==> src/rtl/sd_sector_browser_pkg.sv <==
// Shared types and constants for the SD sector browser: FSM states,
// status characters and the page/timeout geometry.
package sd_sector_browser_pkg;

  typedef enum logic [2:0] {
    ST_WAIT_INIT,
    ST_ISSUE,
    ST_READING,
    ST_SHOW,
    ST_ERROR
  } browser_state_t;

  localparam logic [7:0] CHAR_INIT    = 8'h49;  // "I"
  localparam logic [7:0] CHAR_READING = 8'h52;  // "R"
  localparam logic [7:0] CHAR_OK      = 8'h4B;  // "K"
  localparam logic [7:0] CHAR_ERROR   = 8'h45;  // "E"
  localparam logic [7:0] CHAR_TIMEOUT = 8'h54;  // "T"

  localparam logic [3:0] PAGE_LAST = 4'd15;
  localparam int         TMO_W     = 25;

endpackage

==> src/rtl/sd_sector_browser_btn_debounce.sv <==
// Synchronises an active-low raw button and emits one pulse per accepted press;
// a level change is accepted only after DEBOUNCE_CYCLES consecutive stable cycles.
module btn_debounce
  import sd_sector_browser_pkg::*;
#(
  parameter int DEBOUNCE_CYCLES = 270000
) (
  input  logic i_clk,
  input  logic i_rstN,
  input  logic i_btnN,
  output logic o_pressEv
);

  localparam int CNT_W = (DEBOUNCE_CYCLES > 1) ? $clog2(DEBOUNCE_CYCLES) : 1;
  localparam logic [CNT_W-1:0] CNT_LAST = CNT_W'(DEBOUNCE_CYCLES - 1);

  logic             r_sync1;
  logic             r_sync2;
  logic             r_state;
  logic             r_pressEv;
  logic [CNT_W-1:0] r_cnt;
  logic             w_level;

  assign w_level = ~r_sync2;

  // Counter measures how long the synchronised level has disagreed with the
  // accepted state; any return to the accepted state restarts the count.
  always_ff @(posedge i_clk or negedge i_rstN) begin
    if (!i_rstN) begin
      r_sync1   <= 1'b1;
      r_sync2   <= 1'b1;
      r_state   <= 1'b0;
      r_pressEv <= 1'b0;
      r_cnt     <= '0;
    end else begin
      r_sync1   <= i_btnN;
      r_sync2   <= r_sync1;
      r_pressEv <= 1'b0;
      if (w_level != r_state) begin
        if (r_cnt == CNT_LAST) begin
          r_state   <= w_level;
          r_cnt     <= '0;
          r_pressEv <= w_level;
        end else begin
          r_cnt <= r_cnt + 1'b1;
        end
      end else begin
        r_cnt <= '0;
      end
    end
  end

  assign o_pressEv = r_pressEv;

endmodule

==> src/rtl/sd_sector_browser.sv <==
// Sequences SD sector reads and maps next/prev buttons onto 32-byte page
// navigation within a sector, reporting progress as one ASCII status char.
module sd_sector_browser
  import sd_sector_browser_pkg::*;
#(
  parameter int          DEBOUNCE_CYCLES = 270000,
  parameter int          TIMEOUT_CYCLES  = 27000000,
  parameter logic [31:0] SECTOR_LAST     = 32'hFFFFFFFF
) (
  input  logic        clk,
  input  logic        rstN,
  input  logic        btnNext,
  input  logic        btnPrev,
  input  logic        sdReady,
  input  logic        rdBusy,
  input  logic        rdDone,
  input  logic        rdError,
  output logic        rdReq,
  output logic [31:0] rdSector,
  output logic [3:0]  pageOffset,
  output logic        dataValid,
  output logic [7:0]  statusChar
);

  localparam logic [TMO_W-1:0] TMO_LAST = TMO_W'(TIMEOUT_CYCLES - 1);
  localparam logic [TMO_W-1:0] TMO_MAX  = '1;

  browser_state_t   r_state;
  browser_state_t   w_nextState;
  logic [31:0]      r_sector;
  logic [31:0]      w_nextSector;
  logic [3:0]       r_page;
  logic [3:0]       w_nextPage;
  logic             r_valid;
  logic             w_nextValid;
  logic [7:0]       r_status;
  logic [7:0]       w_nextStatus;
  logic [TMO_W-1:0] r_tmo;
  logic             w_nextEvRaw;
  logic             w_prevEvRaw;
  logic             w_nextEv;
  logic             w_prevEv;

  btn_debounce #(.DEBOUNCE_CYCLES(DEBOUNCE_CYCLES)) u_debNext (
    .i_clk     (clk),
    .i_rstN    (rstN),
    .i_btnN    (btnNext),
    .o_pressEv (w_nextEvRaw)
  );

  btn_debounce #(.DEBOUNCE_CYCLES(DEBOUNCE_CYCLES)) u_debPrev (
    .i_clk     (clk),
    .i_rstN    (rstN),
    .i_btnN    (btnPrev),
    .o_pressEv (w_prevEvRaw)
  );

  // Simultaneous presses are ambiguous, so both are discarded.
  assign w_nextEv = w_nextEvRaw & ~w_prevEvRaw;
  assign w_prevEv = w_prevEvRaw & ~w_nextEvRaw;

  always_ff @(posedge clk or negedge rstN) begin
    if (!rstN) begin
      r_state  <= ST_WAIT_INIT;
      r_sector <= '0;
      r_page   <= '0;
      r_valid  <= 1'b0;
      r_status <= CHAR_INIT;
    end else begin
      r_state  <= w_nextState;
      r_sector <= w_nextSector;
      r_page   <= w_nextPage;
      r_valid  <= w_nextValid;
      r_status <= w_nextStatus;
    end
  end

  always_comb begin
    w_nextState  = r_state;
    w_nextSector = r_sector;
    w_nextPage   = r_page;
    w_nextValid  = r_valid;
    w_nextStatus = r_status;
    unique case (r_state)
      ST_WAIT_INIT: begin
        if (sdReady && !rdBusy) w_nextState = ST_ISSUE;
      end
      ST_ISSUE: begin
        w_nextState = ST_READING;
      end
      ST_READING: begin
        if (rdDone) begin
          w_nextState  = ST_SHOW;
          w_nextValid  = 1'b1;
          w_nextStatus = CHAR_OK;
        end else if (rdError) begin
          w_nextState  = ST_ERROR;
          w_nextStatus = CHAR_ERROR;
        end else if (r_tmo == TMO_LAST) begin
          w_nextState  = ST_ERROR;
          w_nextStatus = CHAR_TIMEOUT;
        end
      end
      ST_SHOW: begin
        if (w_nextEv) begin
          if (r_page != PAGE_LAST) begin
            w_nextPage = r_page + 4'd1;
          end else if (r_sector < SECTOR_LAST) begin
            w_nextSector = r_sector + 32'd1;
            w_nextPage   = '0;
            w_nextState  = ST_ISSUE;
          end
        end else if (w_prevEv) begin
          if (r_page != 4'd0) begin
            w_nextPage = r_page - 4'd1;
          end else if (r_sector != 32'd0) begin
            w_nextSector = r_sector - 32'd1;
            w_nextPage   = PAGE_LAST;
            w_nextState  = ST_ISSUE;
          end
        end
      end
      ST_ERROR: begin
        if (w_nextEv || w_prevEv) w_nextState = ST_ISSUE;
      end
      default: begin
        w_nextState = ST_WAIT_INIT;
      end
    endcase
    // Every path into ISSUE invalidates the buffer and reports a read in flight.
    if (w_nextState == ST_ISSUE) begin
      w_nextValid  = 1'b0;
      w_nextStatus = CHAR_READING;
    end
  end

  // Read watchdog: saturating, parked at zero whenever no read is outstanding.
  always_ff @(posedge clk or negedge rstN) begin
    if (!rstN) begin
      r_tmo <= '0;
    end else if (r_state != ST_READING) begin
      r_tmo <= '0;
    end else if (r_tmo != TMO_MAX) begin
      r_tmo <= r_tmo + 1'b1;
    end
  end

  assign rdReq      = (r_state == ST_ISSUE);
  assign rdSector   = r_sector;
  assign pageOffset = r_page;
  assign dataValid  = r_valid;
  assign statusChar = r_status;

endmodule

==> config.mk <==
export PLATFORM = sky130hd
export DESIGN_NAME = sd_sector_browser
export DESIGN_NICKNAME = d
export VERILOG_FILES = /design/src/rtl/sd_sector_browser_pkg.sv /design/src/rtl/sd_sector_browser_btn_debounce.sv /design/src/rtl/sd_sector_browser.sv
export SDC_FILE = /design/constraint.sdc
export NUM_CORES = 1
export LEC_CHECK = 0
export ABC_AREA = 1
export CAP_MARGIN = 20
export CORE_AREA = 2 2 85 169
export CTS_CLUSTER_SIZE = 40
export DETAILED_ROUTE_END_ITERATION = 10
export DIE_AREA = 0 0 87 171
export HOLD_SLACK_MARGIN = 0.1
export PLACE_DENSITY_LB_ADDON = 0.1
export SYNTH_ARGS = -nofsm -noshare
export SYNTH_HDL_FRONTEND = slang
export SYNTH_SLANG_ARGS = --single-unit
export TNS_END_PERCENT = 20
==> constraint.sdc <==
create_clock -name clk -period 4.35 [get_ports clk]
set_input_delay 0.6525 -clock clk [delete_from_list [all_inputs] [get_ports clk]]
set_output_delay 0.6525 -clock clk [all_outputs]
set_load 0.005 [all_outputs]
==> impl_metrics.ini, run 1 <==
[yosys]
synth_common_cells = 331 x nand2_1, 157 x nor2_1, 115 x inv_1
syn_area_um2 = 8050
synth_warnings = 0
synth_top_area_cell = dfrtp_1
synth_edf_count = 0
async_flop_share = 1.00
avgSynthCellArea_um2 = 6.99
synth_cell_types = 46
yosysTopAreaCellShare = 0.342
ys_seq_area_frac = 0.362
yosys.cell_count.top_type = nand2_1
synthCells = 1151
ys_seq_elements = 116
netlist_top_cells_area = dfrtp_1 34%, nand2_1 15%, nor2_1 7.3%
synth_top_flop_cell = dfrtp_1

[outcome]
outcome = finished, final reports clean

[pwr]
ir_worst_vdd_uv = 300
p_per_area_nw_per_um2 = 310
power_mw = 2.88
static-leakage-power_nw = 4.64

[floorplanning]
fp.dieH_um = 171
core_area_um2 = 13700
die_area_um2 = 14900
row_count = 61
die_x_um = 87
initial_core_util = 0.589
io-pin-count = 54

[cells_and_area]
syn_to_final_growth_pct = 15.2
fin_util = 0.679
post_route_cells_drive_above_1_share = 0.0770
regArea_um2 = 2910
multi_input_area_um2 = 4590
fillers = 1195
fin_cells = 1378
fin_area_um2 = 9270
antenna_cells = 0
nNetsFinal = 1254

[timing]
clock_skew_ns = 0.0114
fin_crit_sh = 0.683
setup_violations = 0
layout_min_cycle_time_ns = 2.97
rsz0062_at_grt = false
tns_ns = 0
slew_headroom = 0.473
holdWs_ns = 0.321
fmax_mhz = 337
drv_slew = 0
layout_setup_ws_ns = 1.38
tightest_slew_ns = 0.790
final_hold_viol_count = 0

[critical_path]
required_ns = 4.65
cpPeakStageDelay_ns = 0.38
end_kind = register
slowest_stage = dfrtp_1
worst-path-max-fanout = 17
critical_path_class = register to register
cpMostUsedCell = inv_1
cp-start-kind = register
critPathArrivalTime_ns = 3.27
crit_chain = inv_1 -> ha_1 -> inv_1 -> buf_8 -> ha_1 -> nand2_1 -> nor2_1 -> inv_1 -> nor2_1 -> nand4_1 -> nand3_1 -> a21oi_1 -> o21ai_0 -> nand2_1

[global_routing]
grt_max_degree = 61
first_global_vias = 7317
grt_overflow = 0
globalRouteTotalUtil = 0.274
grt_pass1_wl_mm = 33.0
antenna_found_initial = 0

[routing]
ant_nets = 0
wl_per_cell_um = 13.8
drc = 0
drt-initial-drc-count = 427
firstDrtPassIters = 5
routed_wl_mm = 19.1
viasPerCell = 5.48
dr_total_vias = 7549

[clock_tree]
clkTransAtPathRegs_ns = 0.06
cts_max_path_buffers = 2
htreeDepth = 4
cts_resized = 0
cts_tree = yes
clock-sinks = 116
clkLatencyLatePin_ns = 0.41
ctsRootBufferMaster = clkbuf_16
cts_buffers = 17
hold_buffers = 0
postCtsSetupBuffers = 0

[place]
place_area_um2 = 8670
hpwl_mm = 14.3
post-place-cells = 1345
gp_congestion = 0.905
port_buffers = 50
dp_slack_ns = 1.08

[hold_path]
hp-class = input pin to async pin

[run]
max_cap_violations = 0
==> cells by family (layout without fill, tap and decap cells) <==
family,Yosys count,count (layout),share of synthesized area
simple gates,695,695,0.382
compound gates,121,121,0.0821
fa+ha+maj,38,38,0.0600
flops,116,116,0.362
xor+xnor,41,41,0.0446
buf+inv,138,207,0.0689
other cells,2,3,0.000933
==> routing by layer <==
layer	part of all wire	wire length, um	global-route usage	up-vias
li1	-	-	-	3864
met1	0.46	8840	0.370	3445
met2	0.48	9070	0.447	203
met3	0.040	765	0.0405	37
met4	0.021	391	0.0910	0
met5	0	0	0	-
==> worst paths after layout <==
path	depth (start not counted)	slack [ns]	end	from
max reg2reg	14	1.38	rdSector[20]$_DFFE_PN0P_	u_debPrev.o_pressEv$_DFF_PN0_
min in group clk	0	0.36	u_debNext.r_sync2$_DFF_PN1_	u_debNext.r_sync1$_DFF_PN1_
min reg2reg	0	0.36	u_debNext.r_sync2$_DFF_PN1_	u_debNext.r_sync1$_DFF_PN1_
max	14	1.38	rdSector[20]$_DFFE_PN0P_	u_debPrev.o_pressEv$_DFF_PN0_
max in group asynchronous	2	3.09	u_debPrev.r_sync2$_DFF_PN1_	rstN
min	1	0.32	rdSector[3]$_DFFE_PN0P_	rstN
==> registers in the layout, summed over array words and instances (netlist names) <==
register	flops
u_debNext.r_sync1	1
r_state	3
u_debPrev.r_sync1	1
r_tmo	25
u_debNext.o_pressEv	1
u_debNext.r_state	1
u_debPrev.r_state	1
u_debNext.r_cnt	19
u_debPrev.r_cnt	19
dataValid	1
u_debPrev.o_pressEv	1
statusChar	5
u_debPrev.r_sync2	1
u_debNext.r_sync2	1
rdSector	32
pageOffset	4
==> where the power goes <==
part	internal, mW	leakage [nW]	switching [mW]
registers	1.14	1.58	0.0404
logic	0.131	2.78	0.203
clock network	0.817	0.280	0.546
==> final cells by class <==
| class | instances | area share |
|---|---|---|
| clock buffers | 18 | 0.0474 |
| clock inverters | 14 | 0.0155 |
| inverters | 120 | 0.0486 |
| multi-input cells | 898 | 0.495 |
| flip-flops and latches | 116 | 0.314 |
| well taps | 157 | 0.0212 |
| repair buffers | 55 | 0.0586 |
==> cell usage in the layout, fill, tap and decap left out, types with 25 or more instances in the layout <==
cell type,count
nand2_1,331
nor2_1,157
inv_1,115
dfrtp_1,110
nand3_1,85
o21ai_0,50
clkdlybuf4s50_1,49
a21oi_1,45
ha_1,37
nor3_1,30
xor2_1,25
==> worst max-delay path: cells and delay by family (launching register included) <==
| kind | cells | cell delay (ns) |
|---|---|---|
| buffers and inverters | 4 | 0.76 |
| flip-flops | 1 | 0.38 |
| AO/OA/AOI/OAI | 2 | 0.18 |
| adder cells (fa/ha/maj) | 2 | 0.69 |
| AND/OR/NAND/NOR | 6 | 0.86 |
(Power assumes the default switching activity.)
==> run 2, diff against run 1 <==
--- a/config.mk
+++ b/config.mk
@@ -7,10 +7,10 @@
 export LEC_CHECK = 0
 export ABC_AREA = 1
 export CAP_MARGIN = 20
-export CORE_AREA = 2 2 85 169
+export CORE_AREA = 2 2 89 177
 export CTS_CLUSTER_SIZE = 40
 export DETAILED_ROUTE_END_ITERATION = 10
-export DIE_AREA = 0 0 87 171
+export DIE_AREA = 0 0 91 179
 export HOLD_SLACK_MARGIN = 0.1
 export PLACE_DENSITY_LB_ADDON = 0.1
 export SYNTH_ARGS = -nofsm -noshare
==> constraint.sdc (replaced) <==
create_clock -name clk -period 2.7 [get_ports clk]
set_input_delay 0.405 -clock clk [delete_from_list [all_inputs] [get_ports clk]]
set_output_delay 0.405 -clock clk [all_outputs]
set_load 0.005 [all_outputs]
==> run 2 against run 1 <==
Effect of this change: register-to-register slack worse by 1.2 ns; sequential power up 62%; final cell count up 3.4%; sequential share of layout area down 0.65 points; routed wire length up 4.7%; setup slack worse by 1.2 ns; non-clock buffer count up 6; combinational power up 63%; fmax up 17%; critical endpoint is now rdSector[29]$_DFFE_PN0P_; largest power group unchanged.
==> impl_metrics.ini, run 2 (synthesis results as in run 1) <==
[routing]
ant_nets = 0
met3WireLength_um = 761
wl_per_cell_um = 14.0
dr_total_vias = 7624
wl_met2_mm = 9.41
viasPerCell = 5.35
drc = 0
firstDrtPassIters = 5
top_layer_used = met4
drt-initial-drc-count = 520
routed_wl_mm = 20.0
wl_met1_mm = 9.39

[global_routing]
grt_overflow = 0
first_global_vias = 7137
globalRouteTotalUtil = 0.251
grt_max_degree = 53
grt_pass1_wl_mm = 33.4
antenna_found_initial = 0

[critical_path]
cp-endpoint = rdSector[29]$_DFFE_PN0P_
end_kind = register
worst-path-max-fanout = 33
r2r_start = u_debPrev.o_pressEv$_DFF_PN0_
cp-start-kind = register
reg2reg_to = rdSector[29]$_DFFE_PN0P_
r2r_cells = 16
r2r_setup_slack_ns = 0.17
crit_chain = inv_1 -> ha_1 -> inv_1 -> buf_12 -> ha_1 -> nand2_1 -> o21ai_2 -> nand2_1 -> nand2_1 -> nand2_1 -> nand2_1 -> nand2_1 -> nand2_1 -> nand2_1 -> nand3_1 -> nand2_1
slowest_stage = dfrtp_1
cpPeakStageDelay_ns = 0.39
cp_num_cells = 16
critPathArrivalTime_ns = 2.84
critical_path_class = register to register
critPathBufInv = 3
cp-startpoint = u_debPrev.o_pressEv$_DFF_PN0_
cp_top_family = simple AND/OR/NAND/NOR gates
required_ns = 3.01
cpMostUsedCell = nand2_1

[place]
hpwl_mm = 14.8
port_buffers = 50
gp_congestion = 0.942
place_area_um2 = 8800

[timing]
fin_crit_sh = 0.937
setup_violations = 0
holdWs_ns = 0.361
fmax_mhz = 395
rsz0062_at_grt = true
tightest_slew_ns = 0.599
clock_skew_ns = 0.00804
final_hold_viol_count = 0
layout_min_cycle_time_ns = 2.53
tns_ns = 0
drv_slew = 0
slew_headroom = 0.600

[cells_and_area]
antenna_cells = 0
fillers = 1446
fin_area_um2 = 9470
regArea_um2 = 2910
layout.cells.most_common_list = 330 x nand2_1, 156 x nor2_1, 115 x inv_1
largest_reg_flops = 32
multi_input_area_um2 = 4600
syn_to_final_growth_pct = 17.6
nNetsFinal = 1260
post_route_cells_drive_above_1_share = 0.0839
final_common_cell = nand2_1

[floorplanning]
die_area_um2 = 16300
die_x_um = 91
row_count = 64
io-pin-count = 54
core_area_um2 = 15100
fp.dieH_um = 179
initial_core_util = 0.535

[pwr]
static-leakage-power_nw = 4.71
power_mw = 4.96
p_per_area_nw_per_um2 = 524
ir_worst_vdd_uv = 459

[clock_tree]
clock-sinks = 116
ctsRootBufferMaster = clkbuf_16
clkLatencyLatePin_ns = 0.42
cts_max_path_buffers = 2
htreeDepth = 4
cts_buffers = 17
clkTransAtPathRegs_ns = 0.06
cts_tree = yes
postCtsSetupBuffers = 0

[outcome]
outcome = finished, final reports clean

[run]
max_cap_violations = 0

[hold_path]
hp-class = register to register
==> run 2: cell types whose count changed in the layout (fill, tap and decap cells not counted), sizes merged <==
cell	delta
inv	-3
buf	+5
clkbuf	+1
bufinv	+3
clkinv	-1
dlygate4sd3	+1
==> run 2: worst min-delay path by stage <==
stage | from | to | slack (ns) | cells past startpoint
finish | u_debNext.r_sync1$_DFF_PN1_ | u_debNext.r_sync2$_DFF_PN1_ | 0.36 | 0
global route | u_debNext.r_sync1$_DFF_PN1_ | u_debNext.r_sync2$_DFF_PN1_ | 0.37 | 0
CTS | u_debNext.r_sync1$_DFF_PN1_ | u_debNext.r_sync2$_DFF_PN1_ | 0.36 | 0
detailed placement | rstN | rdSector[7]$_DFFE_PN0P_ | 0.28 | 1
global placement | rstN | rdSector[7]$_DFFE_PN0P_ | 0.28 | 1
floorplan | rstN | dataValid$_DFFE_PN0P_ | 0.11 | 0
==> run 2: worst register-to-register path: cells and delay by family, from the launching register on <==
kind	cells	cell delay, ns
buf+inv	3	0.30
fa+ha+maj	2	0.55
flops	1	0.39
simple gates	10	0.99
compound gates	1	0.19
==> run 2: metrics by stage <==
stage,utilization,cells,setup slack (ns)
floorplan,-,1152,0.0364
global placement,0.584,1392,0.248
detailed placement,0.584,1392,0.180
CTS,0.628,1425,0.167
global route,0.629,1425,-0.0415
finish,0.629,1425,0.169
==> run 2: layer usage <==
layer / up-vias / global-route usage
met3: 33 / 0.0399
li1: 3868 / -
met1: 3534 / 0.341
met2: 189 / 0.411
met5: - / 0
met4: 0 / 0.0840
==> run 2: power by group <==
part           internal (mW)  total [mW]  leakage, nW  switching [mW]
combinational          0.217       0.546         2.82           0.329
clock                   1.61        2.51        0.311           0.898
sequential              1.84        1.91         1.58          0.0683
==> run 2: timing repair <==
item                                   CTS  global route
resized for setup                        0             4
hold buffers                             1             0
endpoints found under the hold margin   12             0
setup endpoints to repair                0             7
==> run 2: final cells by class <==
cell class | instances | area share
Multi-Input combinational cell | 898 | 0.486
Sequential cell | 116 | 0.307
Timing Repair Buffer | 61 | 0.0642
Clock buffer | 19 | 0.0478
Inverter | 120 | 0.0476
Tap cell | 198 | 0.0262
Clock inverter | 13 | 0.0208
